## src/rtl/product_result_fifo.sv

```systemverilog
// product_result_fifo
// Buffers 64-bit products from an upstream serial multiplier in a small
// first-word-fall-through FIFO and keeps a running sum and a saturating count
// of every product that was accepted.
//
// Ports:
//   CLK            sole clock, rising edge
//   RST_N          asynchronous active-low reset
//   Product        64-bit unsigned product
//   Product_Valid  one-cycle pulse qualifying Product
//   acc_clr        synchronous clear of acc_sum / prod_count
//   out_ready      downstream ready
//   out_data       head entry (0 while empty)
//   out_valid      out_data holds an entry
//   acc_sum        running sum of accepted products, modulo 2^ACC_W
//   prod_count     number of accepted products, saturating at 255
//   full / empty   occupancy flags
//   overflow       sticky: a product was dropped because the FIFO was full
module product_result_fifo #(
    parameter int DEPTH = 4,
    parameter int ACC_W = 72
) (
    input  logic             CLK,
    input  logic             RST_N,
    input  logic [63:0]      Product,
    input  logic             Product_Valid,
    input  logic             acc_clr,
    input  logic             out_ready,
    output logic [63:0]      out_data,
    output logic             out_valid,
    output logic [ACC_W-1:0] acc_sum,
    output logic [7:0]       prod_count,
    output logic             full,
    output logic             empty,
    output logic             overflow
);

    localparam int PTR_W = (DEPTH > 1) ? $clog2(DEPTH) : 1;
    localparam int CNT_W = $clog2(DEPTH + 1);
    localparam logic [CNT_W-1:0] DEPTH_C = CNT_W'(DEPTH);

    logic [63:0]      mem_q [DEPTH];
    logic [PTR_W-1:0] rd_ptr_q, rd_ptr_d;
    logic [PTR_W-1:0] wr_ptr_q, wr_ptr_d;
    logic [CNT_W-1:0] count_q, count_d;
    logic [ACC_W-1:0] acc_q, acc_d;
    logic [7:0]       pcnt_q, pcnt_d;
    logic             ovf_q, ovf_d;

    logic             full_s;
    logic             empty_s;
    logic             pop_s;
    logic             push_s;
    logic             drop_s;
    logic [ACC_W-1:0] prod_ext_s;

    // Occupancy flags and handshake decode from registered state
    always_comb begin
        full_s     = (count_q == DEPTH_C);
        empty_s    = (count_q == {CNT_W{1'b0}});
        pop_s      = !empty_s && out_ready;
        // A pop on the same edge frees a slot, so a full FIFO can still accept
        push_s     = Product_Valid && (!full_s || pop_s);
        drop_s     = Product_Valid && full_s && !pop_s;
        prod_ext_s = ACC_W'(Product);
    end

    // Next-state for pointers, occupancy, accumulator, count and overflow
    always_comb begin
        rd_ptr_d = rd_ptr_q;
        wr_ptr_d = wr_ptr_q;
        count_d  = count_q;
        acc_d    = acc_q;
        pcnt_d   = pcnt_q;
        ovf_d    = ovf_q;

        if (push_s) begin
            wr_ptr_d = wr_ptr_q + PTR_W'(1);
        end else begin
            wr_ptr_d = wr_ptr_q;
        end

        if (pop_s) begin
            rd_ptr_d = rd_ptr_q + PTR_W'(1);
        end else begin
            rd_ptr_d = rd_ptr_q;
        end

        case ({push_s, pop_s})
            2'b10:   count_d = count_q + CNT_W'(1);
            2'b01:   count_d = count_q - CNT_W'(1);
            default: count_d = count_q;
        endcase

        // Clear wins, but a product accepted on the clearing edge still counts
        if (acc_clr) begin
            if (push_s) begin
                acc_d  = prod_ext_s;
                pcnt_d = 8'd1;
            end else begin
                acc_d  = {ACC_W{1'b0}};
                pcnt_d = 8'd0;
            end
        end else if (push_s) begin
            acc_d = acc_q + prod_ext_s;
            if (pcnt_q != 8'd255) begin
                pcnt_d = pcnt_q + 8'd1;
            end else begin
                pcnt_d = pcnt_q;
            end
        end else begin
            acc_d  = acc_q;
            pcnt_d = pcnt_q;
        end

        if (drop_s) begin
            ovf_d = 1'b1;
        end else begin
            ovf_d = ovf_q;
        end
    end

    // Control and accumulator state registers
    always_ff @(posedge CLK or negedge RST_N) begin
        if (!RST_N) begin
            rd_ptr_q <= {PTR_W{1'b0}};
            wr_ptr_q <= {PTR_W{1'b0}};
            count_q  <= {CNT_W{1'b0}};
            acc_q    <= {ACC_W{1'b0}};
            pcnt_q   <= 8'd0;
            ovf_q    <= 1'b0;
        end else begin
            rd_ptr_q <= rd_ptr_d;
            wr_ptr_q <= wr_ptr_d;
            count_q  <= count_d;
            acc_q    <= acc_d;
            pcnt_q   <= pcnt_d;
            ovf_q    <= ovf_d;
        end
    end

    // Entry storage; cleared on reset so no stale product survives it
    always_ff @(posedge CLK or negedge RST_N) begin
        if (!RST_N) begin
            for (int i = 0; i < DEPTH; i++) begin
                mem_q[i] <= 64'd0;
            end
        end else if (push_s) begin
            mem_q[wr_ptr_q] <= Product;
        end else begin
            mem_q[wr_ptr_q] <= mem_q[wr_ptr_q];
        end
    end

    // Output drive; out_data is forced to zero while nothing is held
    always_comb begin
        out_valid  = !empty_s;
        out_data   = empty_s ? 64'd0 : mem_q[rd_ptr_q];
        acc_sum    = acc_q;
        prod_count = pcnt_q;
        full       = full_s;
        empty      = empty_s;
        overflow   = ovf_q;
    end

endmodule

```

## config.mk

```make
export PLATFORM = sky130hd
export DESIGN_NAME = product_result_fifo
export DESIGN_NICKNAME = d
export VERILOG_FILES = /design/src/rtl/product_result_fifo.sv
export SDC_FILE = /design/constraint.sdc
export NUM_CORES = 1
export LEC_CHECK = 0
export BUFFER_PORTS_ARGS = -buffer_cell sky130_fd_sc_hd__buf_2
export CAP_MARGIN = 0
export CORE_MARGIN = 2
export CORE_UTILIZATION = 50
export CTS_CLUSTER_DIAMETER = 50
export CTS_CLUSTER_SIZE = 20
export DETAILED_ROUTE_END_ITERATION = 12
export PLACE_DENSITY = 0.7
export SLEW_MARGIN = 20
export SYNTH_ARGS = -nofsm -noshare
export SYNTH_HDL_FRONTEND = slang
export SYNTH_SLANG_ARGS = --single-unit
```

## constraint.sdc

```tcl
create_clock -name CLK -period 4 [get_ports CLK]
set_input_delay 1 -clock CLK [delete_from_list [all_inputs] [get_ports CLK]]
set_output_delay 1 -clock CLK [all_outputs]
set_load 0.02 [all_outputs]
```

==> flow_summary.ini, run 1 <==
[clocking]
clk_latency_ns = 0.58
cts-root-buf = clkbuf_16
cts_sinks = 344
clk_pin_slew_ns = 0.08
htreeDepth = 2
clk_path_buf_depth = 3
cts_made_buffers = 40
post_cts_buffers = 0
cts_tree = done
ctsHoldBuffers = 0
cts_resized = 0

[power]
power.density_nw_per_um2 = 882
p_int_uw = 12200
p_comb_frac = 0.528
peakVddDrop_mv = 0.597
leakagePower_uw = 0.0102
power.share.clock = 0.186
power_frac_seq = 0.286
power_switching_uw = 9410
sw_frac_of_total = 0.436

[setup_path]
cp-startpoint = rd_ptr_q[0]
worstSetupStartpointType = register
arrival_ns = 2.57
r2r_end = acc_sum[71]
path_class = register to output port
cp.required_ns = 3.00
crit_fanout = 27
rrSetupSlack_ns = 0.70
r2r_start = acc_sum[1]
end_kind = output port
r2r_cells = 12

[place]
gp_congestion = 0.920
dp_cells = 2846
hpwl_mm = 41.0
numPortBuffers = 216
place_ws_ns = -0.0344
dpl_cell_area_sq_um = 23000

[sta]
rsz0062_at_grt = false
finalHoldViolCount = 0
worst_pin_slew_ns = 1.08
finClkSkew_ns = 0.0288
period_needed_ns = 3.57
period_share = 0.894
hold_slack_ns = 0.437
slew_headroom = 0.283
max_freq_mhz = 280
slew_viol_final = 0
setup_viol = 0
worst_slack_ns = 0.425

[final_layout]
nets = 2489
layout-drive-gt1-share = 0.217
fin_area_sq_um = 24400
fin_cells = 2921
final_util = 0.585
syn_to_final_growth_pct = 15.9

[yosys]
yosys.area.top_type = dfrtp_1
yosysSeqAreaShare = 0.408
syn_area_sq_um = 21100
synthTopCellsByCount = a21oi_1, nor2_1, dfrtp_1, clkbuf_1, mux4_2
yosys.area.top_type_share = 0.408
synth-edff-count = 0
ys_seq_elements = 344
synth_area_per_cell_sq_um = 9.62
synth_cell_types = 66
postSynthCellCount = 2192
synth.most_common_cell = a21oi_1
syn_nets = 2332
synth-async-reset-ratio = 1.00
synth_area_leaders = dfrtp_1, mux4_2, a21oi_1
synthFlopType = dfrtp_1
ys.warnings.count = 0

[global_route]
grt-ovfl-total = 0
antenna_found_initial = 0
grt_pass1_wl_mm = 96.6
grt_max_degree = 129
grt_usage = 0.278
grt_pass1_vias = 17600

[floorplanning]
rows = 75
dieArea_sq_um = 43800
start_util = 0.505
chipHeight_microns = 209
io_pins = 217
fp.dieW_microns = 209
core_region_area_sq_um = 41800

[min_path]
hp-class = primary input to asynchronous set/reset pin

[run_status]
outcome = completed

[detailed_routing]
wirelength_mm = 60.4
viasPerCell = 6.14
num_vias = 17900
ant_nets = 0
drc = 0
dr.pass1.iters = 9
detail_route.wl_per_cell_microns = 20.7
drtIter0Drc = 1407

[job]
cap_violations = 0
flip-flops by register name (all words and copies together) (netlist names):
signal      count
overflow        1
count_q         3
acc_sum        72
rd_ptr_q        2
mem_q         256
wr_ptr_q        2
prod_count      8
worst max path at each step:
stage,to,slack [ns],cells after the start
2_1_floorplan,acc_sum[66],0.36,12
4_1_cts,out_data[41],0.37,4
5_1_grt,out_data[36],0.30,4
3_5_place_dp,acc_sum[68],-0.03,14
3_3_place_gp,acc_sum[64],0.01,14
6_report,out_data[34],0.43,4
power by group through the flow:
stage	logic (uW)	clock network [uW]	registers, uW
CTS	11400	4080	6160
global route	12400	4200	6380
detailed placement	11300	0	6210
global placement	11100	0	6080
floorplan	8290	0	5830
finish	11400	4010	6170
worst max-delay path: stages, from the launching register on:
cell	delay, ns
dfrtp_4	0.73
buf_12	0.30
mux4_2	0.55
and2_1	0.19
buf_2	0.16
layer usage:
layer	track usage	part of all wire	up-vias
li1	-	-	8283
met3	0.0581	0.073	87
met1	0.380	0.43	8966
met5	0	0	-
met2	0.446	0.48	606
met4	0.0901	0.025	0
stage by stage:
stage,TNS [ns],total power (uW)
after detailed placement,-0.0774,17500
after floorplan,0,14100
final,0,21600
after CTS,0,21600
after global placement,0,17200
after global routing,0,23000
layout make-up:
cell class / instances / area (sq um)
Fill cell: 3549 / 17300
Clock buffer: 48 / 1100
Timing Repair Buffer: 284 / 1780
Multi-Input combinational cell: 1646 / 11800
Clock inverter: 26 / 354
Tap cell: 539 / 674
Sequential cell: 344 / 8620
Inverter: 33 / 124
Antenna cell: 1 / 2.50
cells in the final DEF (no fill, tap or decap), types with 6 or more instances in the layout:
cell	count
a21oi_1	413
nor2_1	346
dfrtp_1	340
buf_2	214
mux4_2	128
nand2_1	87
o21ai_0	75
and2_1	70
mux2i_1	69
ha_1	65
nand3_1	57
buf_4	55
clkbuf_16	42
xnor2_1	35
inv_1	32
a31oi_1	31
a21o_1	27
nand4_1	27
xor2_1	26
o21ai_1	22
nor3_1	21
and3_1	18
o21bai_1	14
buf_12	14
a211oi_1	8
nor2b_1	7
nand2b_1	7
o211ai_1	7
or4_1	7
a221oi_1	6
or3_1	6
cell families (layout without fill, tap and decap cells):
group                      count (synthesis)  count (layout)  synth area share
and+or+nand+nor                          667             667             0.143
AOI/OAI and AO/OA                        650             650             0.175
DFF                                      344             344             0.408
adders and majority gates                 71              71            0.0428
buffers and inverters                    202             391            0.0362
muxes                                    197             197             0.169
other                                      0               1                 0
xor gates and xnor gates                  61              61            0.0253
Note: power is estimated with default switching activity, not from simulation.
==> inputs of run 2 (changes only) <==
Settings changed: CTS_CLUSTER_DIAMETER 50 to unset, CTS_CLUSTER_SIZE 20 to 28.
Clock period 4 ns to 4.28 ns, I/O delays scaled along.
==> flow_summary.ini, run 2 (synthesis results as in run 1) <==
[sta]
period_needed_ns = 3.77
slew_headroom = 0.374
worst_pin_slew_ns = 0.940
setup_viol = 0
slew_viol_final = 0
worst_slack_ns = 0.514
finalHoldViolCount = 0
finClkSkew_ns = 0.0153
max_freq_mhz = 266
rsz0062_at_grt = false
period_share = 0.880

[job]
cap_violations = 0

[floorplanning]
fp.dieW_microns = 209
dieArea_sq_um = 43800
core_region_area_sq_um = 41800
chipHeight_microns = 209
start_util = 0.505
io_pins = 217
rows = 75

[final_layout]
final_common_cell = a21oi_1
syn_to_final_growth_pct = 13.8
regMostFlops = mem_q
nets = 2451
most-common-layout-cells = a21oi_1, nor2_1, dfrtp_1
diodes = 0
layout-drive-gt1-share = 0.201
largest_reg_flops = 256
fin_area_sq_um = 24000

[detailed_routing]
num_vias = 17800
ant_nets = 0
drc = 0
detail_route.wl_per_cell_microns = 20.7
dr.pass1.iters = 5
viasPerCell = 6.18
wirelength_mm = 59.6
drtIter0Drc = 1512

[global_route]
busiest_layer = met2
grt_usage = 0.275
grt_max_degree = 101
grt_use_met2 = 0.431
grt-ovfl-total = 0
grt_pass1_wl_mm = 95.8
antenna_found_initial = 0
grt_pass1_vias = 17300
grt_util_met3 = 0.0525
grtUsageMet1 = 0.392

[power]
leakagePower_uw = 0.00995
power_frac_seq = 0.285
power.density_nw_per_um2 = 823
p_int_uw = 11100
peakVddDrop_mv = 0.509
power.share.clock = 0.178
sw_frac_of_total = 0.436
power_switching_uw = 8610
p_comb_frac = 0.537

[setup_path]
arrival_ns = 4.25
worstSetupStartpointType = primary input
rrSetupSlack_ns = 0.77
path_class = primary input to register
end_kind = register
cp.required_ns = 4.76
crit_fanout = 8

[place]
dpl_cell_area_sq_um = 22700
gp_congestion = 0.923
numPortBuffers = 216
place_ws_ns = -0.0305
hpwl_mm = 39.9

[clocking]
post_cts_buffers = 0
cts-root-buf = clkbuf_16
cts_resized = 0
htreeDepth = 2
clk_path_buf_depth = 3
cts_tree = done
clk_latency_ns = 0.56
ctsHoldBuffers = 0
cts_made_buffers = 41
clk_pin_slew_ns = 0.06
cts_sinks = 344

[run_status]
outcome = completed

[min_path]
hp-class = register to register
## run 2: changes by cell type in the layout (fill, tap and decap cells not counted), sizes merged
cell      before  now
buf          284  245
clkbuf        48   54
inv           41   36
clkinv        11    8
bufinv         5    4
clkinvlp       2    3
diode          1    0
## run 2: final timing paths
check | start | to | cells past startpoint
hold reg to reg | overflow | overflow | 1
setup reg to reg | acc_sum[0] | acc_sum[68] | 13
max in group asynchronous | RST_N | mem_q[94] | 2
setup / recovery | Product[0] | acc_sum[68] | 14
hold / removal | overflow | overflow | 1
min in group asynchronous | RST_N | mem_q[135] | 1
## run 2: area by class of cell
class	count	area, sq um
multi-input cells	1646	11800
fillers	3615	17800
inverters	33	124
repair buffers	245	1450
well taps	539	674
clock buffers	54	1120
flip-flops and latches	344	8620
clock inverters	18	213
## run 2: per-layer routing
metal  up-vias  part of all wire
met2       651              0.46
met5         -                 0
met1      8803              0.43
met4         0             0.026
met3       116             0.077
li1       8212                 -
## run 2: worst max-delay path: stages
cell and delay (ns):
buf_2 0.11, ha_1 0.17, inv_1 0.06, fa_1 0.39, nand2b_1 0.19, a211oi_2 0.20
buf_4 0.16, o2111ai_2 0.17, a2111oi_4 0.51, o21ai_2 0.20, o21ai_2 0.26, a31oi_2 0.21
or4_1 0.43, nand3_1 0.10
## run 2: power by group through the flow
stage / sequential, uW / clock (uW) / combinational (uW)
final: 5620 / 3520 / 10600
after global routing: 5810 / 3710 / 11600
after CTS: 5610 / 3590 / 10600
after detailed placement: 5660 / 0 / 10600
after global placement: 5530 / 0 / 10400
after floorplan: 5450 / 0 / 7750
## run 2: stage by stage
step,TNS (ns),std cells,utilization,hold slack [ns],total power [uW]
5_1_grt,0,2879,0.575,0.527,21100
3_3_place_gp,0,2807,0.543,0.456,15900
4_1_cts,0,2879,0.575,0.474,19800
2_1_floorplan,0,2192,-,0.501,13200
6_report,0,2879,0.575,0.480,19800
3_5_place_dp,-0.0905,2807,0.543,0.458,16200
